--- src/rtl/multu_unit.sv ---
// multu_unit: iterative unsigned 32x32 shift-add multiplier with architectural HI/LO.
// One partial-product add per cycle, 32 cycles per product, HI/LO committed atomically.
module multu_unit (
  input  logic        clk,
  input  logic        reset,
  input  logic        start,
  input  logic [31:0] srca,
  input  logic [31:0] srcb,
  input  logic        mf_req,
  input  logic        mt_hi,
  input  logic        mt_lo,
  input  logic [31:0] wdata,
  output logic [31:0] hi,
  output logic [31:0] lo,
  output logic        busy,
  output logic        done,
  output logic        stall
);

  localparam int unsigned DW      = 32;
  localparam int unsigned PW      = 2 * DW;
  localparam int unsigned CW      = 6;
  localparam logic [CW-1:0] LAST  = CW'(DW - 1);

  typedef enum logic [0:0] {
    IDLE = 1'b0,
    RUN  = 1'b1
  } state_t;

  state_t        state_q,  state_d;
  logic [PW-1:0] mcand_q,  mcand_d;
  logic [DW-1:0] mplier_q, mplier_d;
  logic [PW-1:0] acc_q,    acc_d;
  logic [CW-1:0] count_q,  count_d;
  logic [DW-1:0] hi_q,     hi_d;
  logic [DW-1:0] lo_q,     lo_d;
  logic          busy_q,   busy_d;
  logic          done_q,   done_d;
  logic [PW-1:0] acc_step;

  // Accumulator after this cycle's conditional add of the shifted multiplicand
  always_comb begin
    acc_step = acc_q;
    if (mplier_q[0]) begin
      acc_step = acc_q + mcand_q;
    end
  end

  // Next-state, datapath and HI/LO update
  always_comb begin
    state_d  = state_q;
    mcand_d  = mcand_q;
    mplier_d = mplier_q;
    acc_d    = acc_q;
    count_d  = count_q;
    hi_d     = hi_q;
    lo_d     = lo_q;
    done_d   = 1'b0;

    case (state_q)
      IDLE: begin
        // mt writes land even alongside an accepted start; the product overwrites them later
        if (mt_hi) begin
          hi_d = wdata;
        end
        if (mt_lo) begin
          lo_d = wdata;
        end
        if (start) begin
          state_d  = RUN;
          mcand_d  = {{DW{1'b0}}, srca};
          mplier_d = srcb;
          acc_d    = '0;
          count_d  = '0;
        end
      end
      RUN: begin
        acc_d    = acc_step;
        mcand_d  = mcand_q << 1;
        mplier_d = mplier_q >> 1;
        count_d  = CW'(count_q + CW'(1));
        if (count_q == LAST) begin
          state_d = IDLE;
          hi_d    = acc_step[PW-1:DW];
          lo_d    = acc_step[DW-1:0];
          done_d  = 1'b1;
        end
      end
      default: begin
        state_d = IDLE;
      end
    endcase

    busy_d = (state_d == RUN);
  end

  // State and output registers; reset aborts any multiply in flight
  always_ff @(posedge clk) begin
    if (reset) begin
      state_q  <= IDLE;
      mcand_q  <= '0;
      mplier_q <= '0;
      acc_q    <= '0;
      count_q  <= '0;
      hi_q     <= '0;
      lo_q     <= '0;
      busy_q   <= 1'b0;
      done_q   <= 1'b0;
    end else begin
      state_q  <= state_d;
      mcand_q  <= mcand_d;
      mplier_q <= mplier_d;
      acc_q    <= acc_d;
      count_q  <= count_d;
      hi_q     <= hi_d;
      lo_q     <= lo_d;
      busy_q   <= busy_d;
      done_q   <= done_d;
    end
  end

  assign hi    = hi_q;
  assign lo    = lo_q;
  assign busy  = busy_q;
  assign done  = done_q;
  // Hold the pipeline when any HI/LO-touching instruction meets a multiply in flight
  assign stall = busy_q & (start | mf_req | mt_hi | mt_lo);

endmodule

--- config.mk ---
export PLATFORM = sky130hd
export DESIGN_NAME = multu_unit
export DESIGN_NICKNAME = d
export VERILOG_FILES = /design/src/rtl/multu_unit.sv
export SDC_FILE = /design/constraint.sdc
export NUM_CORES = 1
export LEC_CHECK = 0
export ABC_AREA = 1
export BUFFER_PORTS_ARGS = -buffer_cell sky130_fd_sc_hd__buf_2
export CORE_MARGIN = 3
export CORE_UTILIZATION = 40
export CTS_CLUSTER_SIZE = 12
export DETAILED_ROUTE_END_ITERATION = 10
export PLACE_DENSITY_LB_ADDON = 0.05
export SETUP_SLACK_MARGIN = 0.15
export SYNTH_ARGS = -nofsm -noshare
export SYNTH_HDL_FRONTEND = slang
export SYNTH_SLANG_ARGS = --single-unit
--- constraint.sdc ---
create_clock -name clk -period 2.6 [get_ports clk]
set_input_delay 0.65 -clock clk [delete_from_list [all_inputs] [get_ports clk]]
set_output_delay 0.65 -clock clk [all_outputs]
set_load 0.02 [all_outputs]
==> flow_metrics.env <==
export IMPL_die_h_um=204
export IMPL_synth_common_cells="nand2_1, inv_1, nor2_1"
export IMPL_globalplace_congestion=1.03
export IMPL_synth_avg_cell_area_um2=5.83
export IMPL_drive_above_1_share_pct=16.1
export IMPL_syn2layout_area_growth_pct=21.0
export IMPL_dp_hpwl_um=45900
export IMPL_grt_usage_pct=28.5
export IMPL_ys_top_cells_by_area="dfxtp_1, nand2_1, inv_1"
export IMPL_min_path_type="in -> reg"
export IMPL_ys_flop_type="dfxtp_1"
export IMPL_io_pins=169
export IMPL_fp_dieArea_um2=41500
export IMPL_n_antenna_cell=0
export IMPL_die_w_um=204
export IMPL_grt_pass1_wl_um=92100
export IMPL_period_needed_ns=2.39
export IMPL_synthesis_area_um2=15600
export IMPL_port_buffers=168
export IMPL_arrival_ns=2.83
export IMPL_cts_tree="done"
export IMPL_status="complete, no violations"
export IMPL_max_slew_margin_pct=36.3
export IMPL_cap_violations=0
export IMPL_num_rows=71
export IMPL_cts_buffers=28
export IMPL_yosys_area_top_type="dfxtp_1"
export IMPL_fin_crit_sh_pct=91.9
export IMPL_endpoint_kind="flip-flop"
export IMPL_dr_pass1_iters=5
export IMPL_ys_warn_count=0
export IMPL_initial_core_util_pct=41.0
export IMPL_path_cells="ha_1 -> buf_4 -> nand2_1 -> inv_1 -> a21oi_2 -> nand2_2 -> nand2_1 -> nand3_4 -> xor2_1 -> o21ai_1 -> a21oi_1"
export IMPL_r2r_slack_ns=0.21
export IMPL_h_tree_depth=1
export IMPL_core_um2=38100
export IMPL_r2r_start="mcand_q[7]$_SDFFE_PP0P_"
export IMPL_crit_start="mcand_q[7]$_SDFFE_PP0P_"
export IMPL_nNetsFinal=3019
export IMPL_synth_most_common_cell="nand2_1"
export IMPL_rsz0062_at_grt="yes"
export IMPL_synth_edff_count=0
export IMPL_r2r_end="acc_q[24]$_SDFFE_PP0P_"
export IMPL_finish_instance_area_um2=18900
export IMPL_fmax_ghz=0.419
export IMPL_drtIter0Drc=1353
export IMPL_holdPathEnd="lo[13]$_SDFFE_PP0P_"
export IMPL_hold_viol=0
export IMPL_ys_async_sr_fraction_pct=0
export IMPL_crit_slowest_cell="dfxtp_1"
export IMPL_setup_tns_ns=0
export IMPL_power_total_uw=9240
export IMPL_clockBufferDepth=3
export IMPL_r2r_cells=11
export IMPL_utilization_pct=49.6
export IMPL_grt_max_degree=106
export IMPL_cts_root_buf="clkbuf_16"
export IMPL_criticalPathCategory="reg -> reg"
export IMPL_skew_ns=0.0107
export IMPL_irDropWorstVdd_mv=0.470
export IMPL_synth_top_area_share_pct=29.7
export IMPL_syn_num_nets=2848
export IMPL_ys_seq_elements=232
export IMPL_clock_latency_ns=0.58
export IMPL_vias=17100
export IMPL_syn_inst=2681
export IMPL_cp_required_ns=3.04
export IMPL_wl_um=60300
export IMPL_place_area_um2=17400
export IMPL_synth_distinct_cells=36
export IMPL_holdCritStartpoint="wdata[13]"
export IMPL_leakagePower_uw=0.00962
export IMPL_seq_area_frac_synth_pct=29.7
export IMPL_drcViolationCount=0
export IMPL_cp_slowest_stage_delay_ns=0.33
export IMPL_worstPathMaxFanout=4
export IMPL_ant_nets=0
export IMPL_clock_sinks=232
export IMPL_critPathMostFrequentCell="nand2_1"
export IMPL_antenna_found_initial=2
export IMPL_clk_pin_slew_ns=0.06
export IMPL_worst_hold_slack_ns=0.391
export IMPL_setup_violations=0
export IMPL_via_per_inst=5.04
export IMPL_wl_per_cell_um=17.8
export IMPL_cellPowerDensity_nw_per_um2=489
export IMPL_grt_overflow=0
export IMPL_max_slew_worst_pin_slew_ns=0.954
export IMPL_startpoint_type="flip-flop"
export IMPL_maxSlewViolCount=0
export IMPL_grt_pass1_vias=15700
export IMPL_whs_path_depth=3
cell families after synthesis:
logic type               after synthesis  synth area share (%)
AND/OR/NAND/NOR                     1374                  35.6
flip-flops                           232                  29.7
buffers and inverters                564                  13.7
XOR/XNOR                              26                  1.46
adder cells (fa/ha/maj)               65                  5.26
AO/OA/AOI/OAI                        420                  14.2
worst max path at each step:
| stage | endpoint | slack, ns | cells after the start |
|---|---|---|---|
| floorplan | stall | 0.37 | 4 |
| global placement | lo[24]$_SDFFE_PP0P_ | 0.08 | 13 |
| detailed placement | acc_q[24]$_SDFFE_PP0P_ | -0.0007 | 13 |
| CTS | acc_q[50]$_SDFFE_PP0P_ | 0.15 | 16 |
| global route | acc_q[54]$_SDFFE_PP0P_ | 0.07 | 12 |
| finish | acc_q[24]$_SDFFE_PP0P_ | 0.21 | 11 |
layout make-up:
cell class              count  area [um2]
clock inverters            14         133
multi-input cells        1885        9410
inverters                 459        1730
fillers                  4100       19200
flip-flops and latches    232        4670
repair buffers            246        1520
clock buffers              38         798
well taps                 511         639
per-stage QoR:
step           std cells  setup slack, ns
5_1_grt             3385           0.0680
4_1_cts             3384            0.151
3_5_place_dp        3331        -0.000688
6_report            3385            0.211
2_1_floorplan       2681            0.365
3_3_place_gp        3331           0.0770
registers in the layout, indices dropped and copies added (netlist names):
signal,flops
acc_q,64
mcand_q,64
hi,32
lo,32
mplier_q,32
count_q,6
busy,1
done,1
critical path: cells and delay by family (launching register included):
family	cells	cell delay, ns
compound gates	3	0.62
simple gates	4	0.51
flops	1	0.33
fa+ha+maj	1	0.32
buf+inv	2	0.25
xor+xnor	1	0.20
what timing repair did:
item / CTS / global route
setup endpoints to repair: 41 / 83
resized for setup: 15 / 124
cloned: 0 / 0
pin swaps: 3 / 11
setup buffers: 1 / 1
hold buffers: 0 / 0
per-layer routing:
layer / track usage (%) / wire length (um) / vias up
met4: 7.15 / 1580 / 2
met3: 3.19 / 3530 / 81
met2: 42.9 / 25100 / 535
met1: 43.2 / 30100 / 7829
met5: 0 / 11 / -
li1: - / - / 8626
cells in the final DEF (no fill, tap or decap), types with 11 or more instances in the layout:
master and n:
buf_4 72, a21oi_2 11, xor2_1 18, ha_4 16
inv_1 449, a21oi_1 225, nor2_1 265, clkbuf_16 28
nand3_1 127, dfxtp_1 223, o211ai_1 29, nand2_2 44
nor2_2 28, buf_2 167, nand2_1 851, o21ai_0 121
ha_1 44
power breakdown:
| group | internal, uW | switching, uW | leakage (uW) |
|---|---|---|---|
| registers | 3730 | 128 | 0.00190 |
| clock network | 2270 | 1710 | 0.000459 |
| logic | 472 | 935 | 0.00726 |
| total | 6460 | 2780 | 0.00962 |
(Power assumes the default switching activity.)
